===== config.mk =====
export PLATFORM = sky130hd
export DESIGN_NAME = weather_report_tx
export DESIGN_NICKNAME = d
export VERILOG_FILES = /design/src/rtl/weather_pkg.sv /design/src/rtl/weather_class_fifo.sv /design/src/rtl/weather_report_tx.sv
export SDC_FILE = /design/constraint.sdc
export NUM_CORES = 1
export LEC_CHECK = 0
export CORE_AREA = 2 2 89 156
export DETAILED_ROUTE_END_ITERATION = 8
export DIE_AREA = 0 0 91 158
export GPL_ROUTABILITY_DRIVEN = 0
export PLACE_DENSITY = 0.57
export SLEW_MARGIN = 20
export SYNTH_ARGS = -nofsm -noshare
export SYNTH_HDL_FRONTEND = slang
export SYNTH_HIERARCHICAL = 1
export SYNTH_SLANG_ARGS = --single-unit

===== constraint.sdc =====
create_clock -name clk -period 7.2 [get_ports clk]
set_input_delay 1.44 -clock clk [delete_from_list [all_inputs] [get_ports clk]]
set_output_delay 1.44 -clock clk [all_outputs]
set_load 0.01 [all_outputs]

===== src/rtl/weather_pkg.sv =====
// Shared weather constants: class codes, ASCII mapping and the UART transmitter state encoding.
package weather_pkg;

    localparam logic [2:0] CLASS_CLEAR         = 3'd0;
    localparam logic [2:0] CLASS_RAIN_OVERCAST = 3'd1;
    localparam logic [2:0] CLASS_RAIN_PARTLY   = 3'd2;
    localparam logic [2:0] CLASS_PARTLY        = 3'd3;
    localparam logic [2:0] CLASS_OVERCAST      = 3'd4;
    localparam logic [2:0] CLASS_MAX           = CLASS_OVERCAST;

    localparam logic [7:0] ASCII_BASE = 8'h30;
    localparam int         FRAME_BITS = 8;

    typedef enum logic [1:0] {
        IDLE  = 2'd0,
        START = 2'd1,
        DATA  = 2'd2,
        STOP  = 2'd3
    } tx_state_e;

    function automatic logic class_is_legal(input logic [2:0] code);
        return code <= CLASS_MAX;
    endfunction

    // Codes 0..4 become the printable digits '0'..'4'.
    function automatic logic [7:0] class_to_ascii(input logic [2:0] code);
        return ASCII_BASE + {5'b0, code};
    endfunction

endpackage


===== src/rtl/weather_class_fifo.sv =====
// Single-clock FIFO for class codes; writes are refused when full even if a read happens that cycle.
module weather_class_fifo #(
    parameter int DEPTH = 8,
    parameter int WIDTH = 3
) (
    input  logic                       clk,
    input  logic                       rst,
    input  logic                       push,
    input  logic [WIDTH-1:0]           wdata,
    input  logic                       pop,
    output logic [WIDTH-1:0]           rdata,
    output logic                       full,
    output logic                       empty,
    output logic [$clog2(DEPTH):0]     count
);

    localparam int AW = $clog2(DEPTH);
    localparam int CW = AW + 1;

    logic [WIDTH-1:0] mem_q [DEPTH];
    logic [AW-1:0]    wr_ptr_q, wr_ptr_d;
    logic [AW-1:0]    rd_ptr_q, rd_ptr_d;
    logic [CW-1:0]    count_q, count_d;
    logic             wr_en, rd_en;

    assign full  = (count_q == CW'(DEPTH));
    assign empty = (count_q == '0);
    assign count = count_q;
    assign rdata = mem_q[rd_ptr_q];

    // Pointers wrap on their own because DEPTH is a power of two.
    always_comb begin
        wr_en    = push && !full;
        rd_en    = pop && !empty;
        wr_ptr_d = wr_ptr_q + AW'(wr_en);
        rd_ptr_d = rd_ptr_q + AW'(rd_en);
        count_d  = count_q + CW'(wr_en) - CW'(rd_en);
    end

    always_ff @(posedge clk or posedge rst) begin
        if (rst) begin
            wr_ptr_q <= '0;
            rd_ptr_q <= '0;
            count_q  <= '0;
        end else begin
            wr_ptr_q <= wr_ptr_d;
            rd_ptr_q <= rd_ptr_d;
            count_q  <= count_d;
        end
    end

    always_ff @(posedge clk) begin
        if (wr_en) mem_q[wr_ptr_q] <= wdata;
    end

endmodule


===== src/rtl/weather_report_tx.sv =====
// Queues weather class codes and sends each as an ASCII digit over an 8N1 UART line.
module weather_report_tx #(
    parameter int CLKS_PER_BIT = 868,
    parameter int FIFO_DEPTH   = 8
) (
    input  logic        clk,
    input  logic        rst,
    input  logic [2:0]  class_in,
    input  logic        class_valid,
    output logic        class_ready,
    output logic        tx,
    output logic        tx_busy,
    output logic        err_code,
    output logic [15:0] frames_sent
);

    import weather_pkg::*;

    localparam int          CW          = $clog2(FIFO_DEPTH) + 1;
    localparam logic [15:0] BAUD_RELOAD = 16'(CLKS_PER_BIT - 1);

    logic [2:0]    fifo_rdata;
    logic          fifo_full, fifo_empty;
    logic [CW-1:0] fifo_count;
    logic          hs, push, pop;
    logic          err_code_q, err_code_d;

    tx_state_e     state_q;
    logic [15:0]   baud_q;
    logic [2:0]    bit_idx_q;
    logic [7:0]    shift_q;
    logic          tx_q;
    logic [15:0]   frames_q;

    assign class_ready = (fifo_count != CW'(FIFO_DEPTH));
    assign hs          = class_valid && class_ready;
    assign push        = hs && class_is_legal(class_in) && !fifo_full;
    assign pop         = (state_q == IDLE) && !fifo_empty;

    weather_class_fifo #(
        .DEPTH (FIFO_DEPTH),
        .WIDTH (3)
    ) u_fifo (
        .clk   (clk),
        .rst   (rst),
        .push  (push),
        .wdata (class_in),
        .pop   (pop),
        .rdata (fifo_rdata),
        .full  (fifo_full),
        .empty (fifo_empty),
        .count (fifo_count)
    );

    always_comb begin
        err_code_d = hs && !class_is_legal(class_in);
    end

    always_ff @(posedge clk or posedge rst) begin
        if (rst) err_code_q <= 1'b0;
        else     err_code_q <= err_code_d;
    end

    // tx follows the state one cycle late, so a pop at edge N+1 shows the start bit at N+2.
    always_ff @(posedge clk or posedge rst) begin
        if (rst) begin
            state_q   <= IDLE;
            baud_q    <= '0;
            bit_idx_q <= '0;
            shift_q   <= '0;
            tx_q      <= 1'b1;
            frames_q  <= '0;
        end else begin
            case (state_q)
                IDLE: begin
                    tx_q <= 1'b1;
                    if (!fifo_empty) begin
                        shift_q   <= class_to_ascii(fifo_rdata);
                        baud_q    <= BAUD_RELOAD;
                        bit_idx_q <= '0;
                        state_q   <= START;
                    end
                end
                START: begin
                    tx_q <= 1'b0;
                    if (baud_q == '0) begin
                        baud_q    <= BAUD_RELOAD;
                        bit_idx_q <= '0;
                        state_q   <= DATA;
                    end else begin
                        baud_q <= baud_q - 16'd1;
                    end
                end
                DATA: begin
                    tx_q <= shift_q[0];
                    if (baud_q == '0) begin
                        baud_q  <= BAUD_RELOAD;
                        shift_q <= {1'b0, shift_q[7:1]};
                        if (bit_idx_q == 3'(FRAME_BITS - 1)) begin
                            bit_idx_q <= '0;
                            state_q   <= STOP;
                        end else begin
                            bit_idx_q <= bit_idx_q + 3'd1;
                        end
                    end else begin
                        baud_q <= baud_q - 16'd1;
                    end
                end
                STOP: begin
                    tx_q <= 1'b1;
                    if (baud_q == '0) begin
                        baud_q   <= BAUD_RELOAD;
                        frames_q <= frames_q + 16'd1;
                        state_q  <= IDLE;
                    end else begin
                        baud_q <= baud_q - 16'd1;
                    end
                end
                default: state_q <= IDLE;
            endcase
        end
    end

    assign tx          = tx_q;
    assign tx_busy     = (state_q != IDLE);
    assign err_code    = err_code_q;
    assign frames_sent = frames_q;

endmodule


== Word-level counts from Yosys, hierarchy flattened ==
Memories as Yosys holds them, arrays and structs flattened.
Cells that the tools add are included.
Operators by class
  muxes and demuxes: 20
  $add $sub $neg: 8
  magnitude comparators: 1
  equality and inequality tests: 11
  reductions and logical operators: 22
Operators with widths (number)
  $mux 16: 2
  $pmux 16 s2: 1
  $add 16x1->16 const B: 1
  $logic_not 16->1: 1
  $mux 8: 2
  $pmux 8 s2: 1
  $sub 16x1->16 const B: 1
  $mux 3: 4
  $mux 2: 5
  $ne 2x2->1 const B: 5
  $pmux 3 s3: 1
  $pmux 2 s4: 1
  $add 6x3->7 const A: 1
  $logic_and 1x1->1: 7
  $add 3x1->3: 2
  $reduce_and 5->1: 1
  $add 4x1->4: 1
  $eq 2x2->1 const B: 2
  $eq 4x4->1 const B: 1
  $logic_not 4->1: 1
  $ne 4x4->1 const B: 1
  $reduce_and 4->1: 1
  $reduce_bool 2->1: 2
  $sub 4x1->4: 1
  other kinds (13): 16
Storage, ports and cells
  memories: 1
  output and inout port bits: 20
  register bits: 57
  bits in writable memories: 24
  input bits: 6
Memories
  u_fifo.mem_q: words 8, width 3, read ports 1, clocked after Yosys merged registers in 0, write ports 1, line weather_class_fifo.sv:20  | logic [WIDTH-1:0] mem_q [DEPTH];

== Depth between registers and ports, before layout ==
  depth in word-level cells: 7
  gate-level depth with buffers: 12
  depth with buffers taken out: 12

== Cells and area by module ==
Netlist, hierarchy kept.
Modules (own cells, without submodules)
  weather_report_tx: seq. area each 1127.3 um2, instances 1, cells each 239, area an instance 2393.5 um2
  weather_class_fifo: seq. area each 970.9 um2, instances 1, cells each 87, area an instance 1487.7 um2

== Worst setup path before layout ==
Ideal clock, no wire load.
  kind: input port to flip-flop
  from: in class_in[0]
  to: reg u_fifo.count_q[2] (netlist: u_fifo/count[2])
  path buffers: 0
  stages on the path: 8
  arrival: 3.015 ns
  path slack: 4.063 ns
  setup time: 0.122 ns
  cells stage by stage: o21ai_0 > nor3b_1 > nand2_1 > ha_1 > inv_1 > ha_1 > fa_1 > xor2_1
Between the ends
  cells in the longest elaborated chain, start to end: 6
RTL lines
  from (decl): line weather_report_tx.sv:8  | input logic [2:0] class_in,
  $le 3x3->1: line weather_pkg.sv:22  | return code <= CLASS_MAX;
  $logic_and 1x1->1 (2 in series): line weather_report_tx.sv:37  | assign push = hs && class_is_legal(class_in) && !fifo_full;
  net push: line weather_report_tx.sv:25  | logic hs, push, pop;
  $logic_and 1x1->1: line weather_class_fifo.sv:33  | wr_en = push && !full;
  $add 4x1->4: line weather_class_fifo.sv:37  | count_d = count_q + CW'(wr_en) - CW'(rd_en);
  $sub 4x1->4: line weather_class_fifo.sv:37
  net u_fifo.count_d[2]: line weather_class_fifo.sv:23  | logic [CW-1:0] count_q, count_d;
  to (signal assigned): line weather_class_fifo.sv:48  | count_q <= count_d;
  to (decl): line weather_class_fifo.sv:23
The timed path passes the listed nets, and every way through them passes these cells.
A chain may end at the register's enable or synchronous reset.

== Worst setup path after layout ==
Same ends and word-level chain as after synthesis.

==> flow_summary.toml <==
[floorplanning]
dieArea_um2 = 14400
core_area_um2 = 13200
num_io_pins = 26
start_util_pct = 29.5
rows = 56
die_w_um = 91
die_h_um = 158

[setup_path]
cp-end-kind = "register"
path_class = "in2reg"
reg2reg_setup_slack_ns = 4.42
cp-start-kind = "input pin"
worstReg2RegStart = "u_fifo/count[2]"
crit_path_max_fanout = 9
cp.required_ns = 7.43
r2r_cells = 10
crit_arrival_ns = 3.91
worstReg2RegEnd = "u_fifo/count[2]"

[cts]
clk_latency_ns = 0.34
cts_buffer_depth = 2
cts_resized = 0
cts_setup_buffers = 0
clockRootBuffer = "clkbuf_16"
cts_tree = "done"
htree_num_levels = 3
clk_pin_slew_ns = 0.06
holdBufCountCts = 0
numCtsBuffers = 9
cts.sinks = 79

[hold_path]
holdPathStages = 1
hold_path_class = "reg2reg"
hold_end = "frames_sent[15]"
worstHoldStart = "frames_sent[15]"

[outcome]
status = "completed"

[cells_and_area]
fillCellCount = 1364
multiInputGateArea_um2 = 1670
finalInstanceArea_um2 = 4650
antenna_cells = 0
nNetsFinal = 381
regArea_um2 = 2100
drive_gt1_share_pct = 10.6
synthToLayoutAreaGrowth_pct = 19.9

[detailed_routing]
ant_nets = 0
wl_per_cell_um = 13.9
route.detailed.drc = 0
first_pass_iters = 4
wirelength_mm = 7.44
viasPerCell = 4.63
drtIter0Drc = 89
vias = 2471

[global_route]
globalRoute.totalOverflow = 0
grtUsageTotal_pct = 11.4
grt_pass1_vias = 2629
grt_max_degree = 46
antenna_found_initial = 0
grt_pass1_wl_mm = 12.7

[timing]
tightest_slew_ns = 0.764
setup_violations = 0
slew_headroom_pct = 48.9
maxSlewViolCount = 0
tns_ns = 0
postLayoutSetupSlackWorst_ns = 3.52
min_period_ns = 3.68
fmax_ghz = 0.272
hold_viol = 0
fin_crit_sh_pct = 51.1
rsz0062_at_grt = "no"
fin_skew_ns = 0.00825

[power_and_ir_drop]
p_leak_nw = 1.96
vdd_drop_max_mv = 0.133
powerDensity_nw_per_um2 = 249

[synthesis]
yosysSeqAreaShare_pct = 54.1
synth_commonest_cells = "dfrtp_1 (54), nor2_1 (40), nand2_1 (30)"
avgSynthCellArea_um2 = 11.9
synth_seq_cells = 79
synth_cell_types = 46
synth-edff-count = 24
syn_area_um2 = 3880
syn_nets = 352
yosysMostFrequentCell = "dfrtp_1"
synth_top_area_cell = "dfrtp_1"
async_flop_share_pct = 69.6
synth_area_leaders = "dfrtp_1 (35%), edfxtp_1 (19%), ha_1 (6.1%), xor2_1 (5.0%), mux4_1 (4.1%)"
yosysTopAreaCellShare_pct = 34.8
postSynthCellCount = 326
yosys_warnings = 6
synthFlopType = "dfrtp_1"

[place]
placed_area_um2 = 4320
pre_cts_ws_ns = 3.16
portBuffers = 25
dp_hpwl_mm = 5.45

[flow_run]
maxCapViolations = 0
==> cell families (layout without fill, tap and decap cells) <==
kind of cell    after synthesis  after routing  synth area share (%)
flops                        79             79                  54.1
mux                          11             11                  5.51
buf+inv                      28             62                  3.00
xor+xnor                     33             33                  7.45
compound gates               21             21                  4.06
simple gates                134            134                  19.3
fa+ha+maj                    20             20                  6.64
==> placed cells by master (no fill, tap or decap), types with 4 or more instances in the layout <==
master and instances:
xor2_1 22, nand2_1 30, mux2_2 4, mux4_1 6
and4_1 6, ha_1 19, nor2_1 40, nand3_1 13
edfxtp_1 24, inv_1 19, nor3_1 7, clkbuf_16 9
dfrtp_1 54, xnor2_1 11, a31oi_1 4, clkdlybuf4s50_1 25
o221a_2 4, nand2b_1 8
==> worst max-delay path by stage <==
stage	startpoint	to	slack [ns]
6_report	class_in[0]	u_fifo/count[2]	3.52
5_1_grt	class_in[0]	u_fifo/count[2]	3.22
4_1_cts	class_in[0]	u_fifo/count[2]	3.52
3_5_place_dp	class_in[0]	u_fifo/count[2]	3.16
3_3_place_gp	class_in[0]	u_fifo/count[2]	3.26
2_1_floorplan	class_in[0]	u_fifo/count[2]	4.06
==> where the power goes <==
part / internal (mW) / switching (mW) / total (mW)
Clock: 0.313 / 0.202 / 0.515
Combinational: 0.0543 / 0.0676 / 0.122
Sequential: 0.500 / 0.0227 / 0.522
Total: 0.867 / 0.292 / 1.16
==> layout make-up <==
cell class | instances | share of cell area, %
clock buffers | 9 | 4.84
repair buffers | 26 | 5.54
multi-input cells | 219 | 35.8
clock inverters | 7 | 2.39
flip-flops and latches | 79 | 45.1
inverters | 20 | 1.61
well taps | 174 | 4.68
==> routing by layer <==
| metal | routed length [µm] | vias to the layer above | GRT usage, % | share of wire, % |
|---|---|---|---|---|
| met4 | 153 | 0 | 5.56 | 2.1 |
| met1 | 2870 | 1226 | 11.8 | 39 |
| met2 | 4190 | 38 | 21.2 | 56 |
| li1 | - | 1197 | - | - |
| met3 | 222 | 10 | 2.76 | 3.0 |
| met5 | 0 | - | 0 | 0 |
==> critical path, stage by stage <==
cell             delay, ns
clkdlybuf4s50_1       0.54
o21ai_0               0.36
nor3b_1               0.37
nand2_1               0.12
ha_1                  0.29
inv_1                 0.03
ha_1                  0.20
fa_1                  0.40
xor2_1                0.15
==> metrics by stage <==
stage | hold WS, ns | instances | power [mW] | utilization (%)
after floorplan | 0.476 | 326 | 0.618 | -
after global placement | 0.461 | 518 | 0.652 | 32.8
after detailed placement | 0.456 | 518 | 0.657 | 32.8
after CTS | 0.468 | 534 | 1.18 | 35.3
after global routing | 0.495 | 534 | 1.22 | 35.3
final | 0.463 | 534 | 1.16 | 35.3
==> registers in the layout, indices dropped and copies added (netlist names) <==
register,cells
u_fifo/wr_ptr_q,3
baud_q,16
bit_idx_q,3
shift_q,6
state_q,2
u_fifo/mem_q,24
err_code,1
u_fifo/count,4
u_fifo/rd_ptr_q,3
tx,1
frames_sent,16
Note: power is estimated with default switching activity, not from simulation.
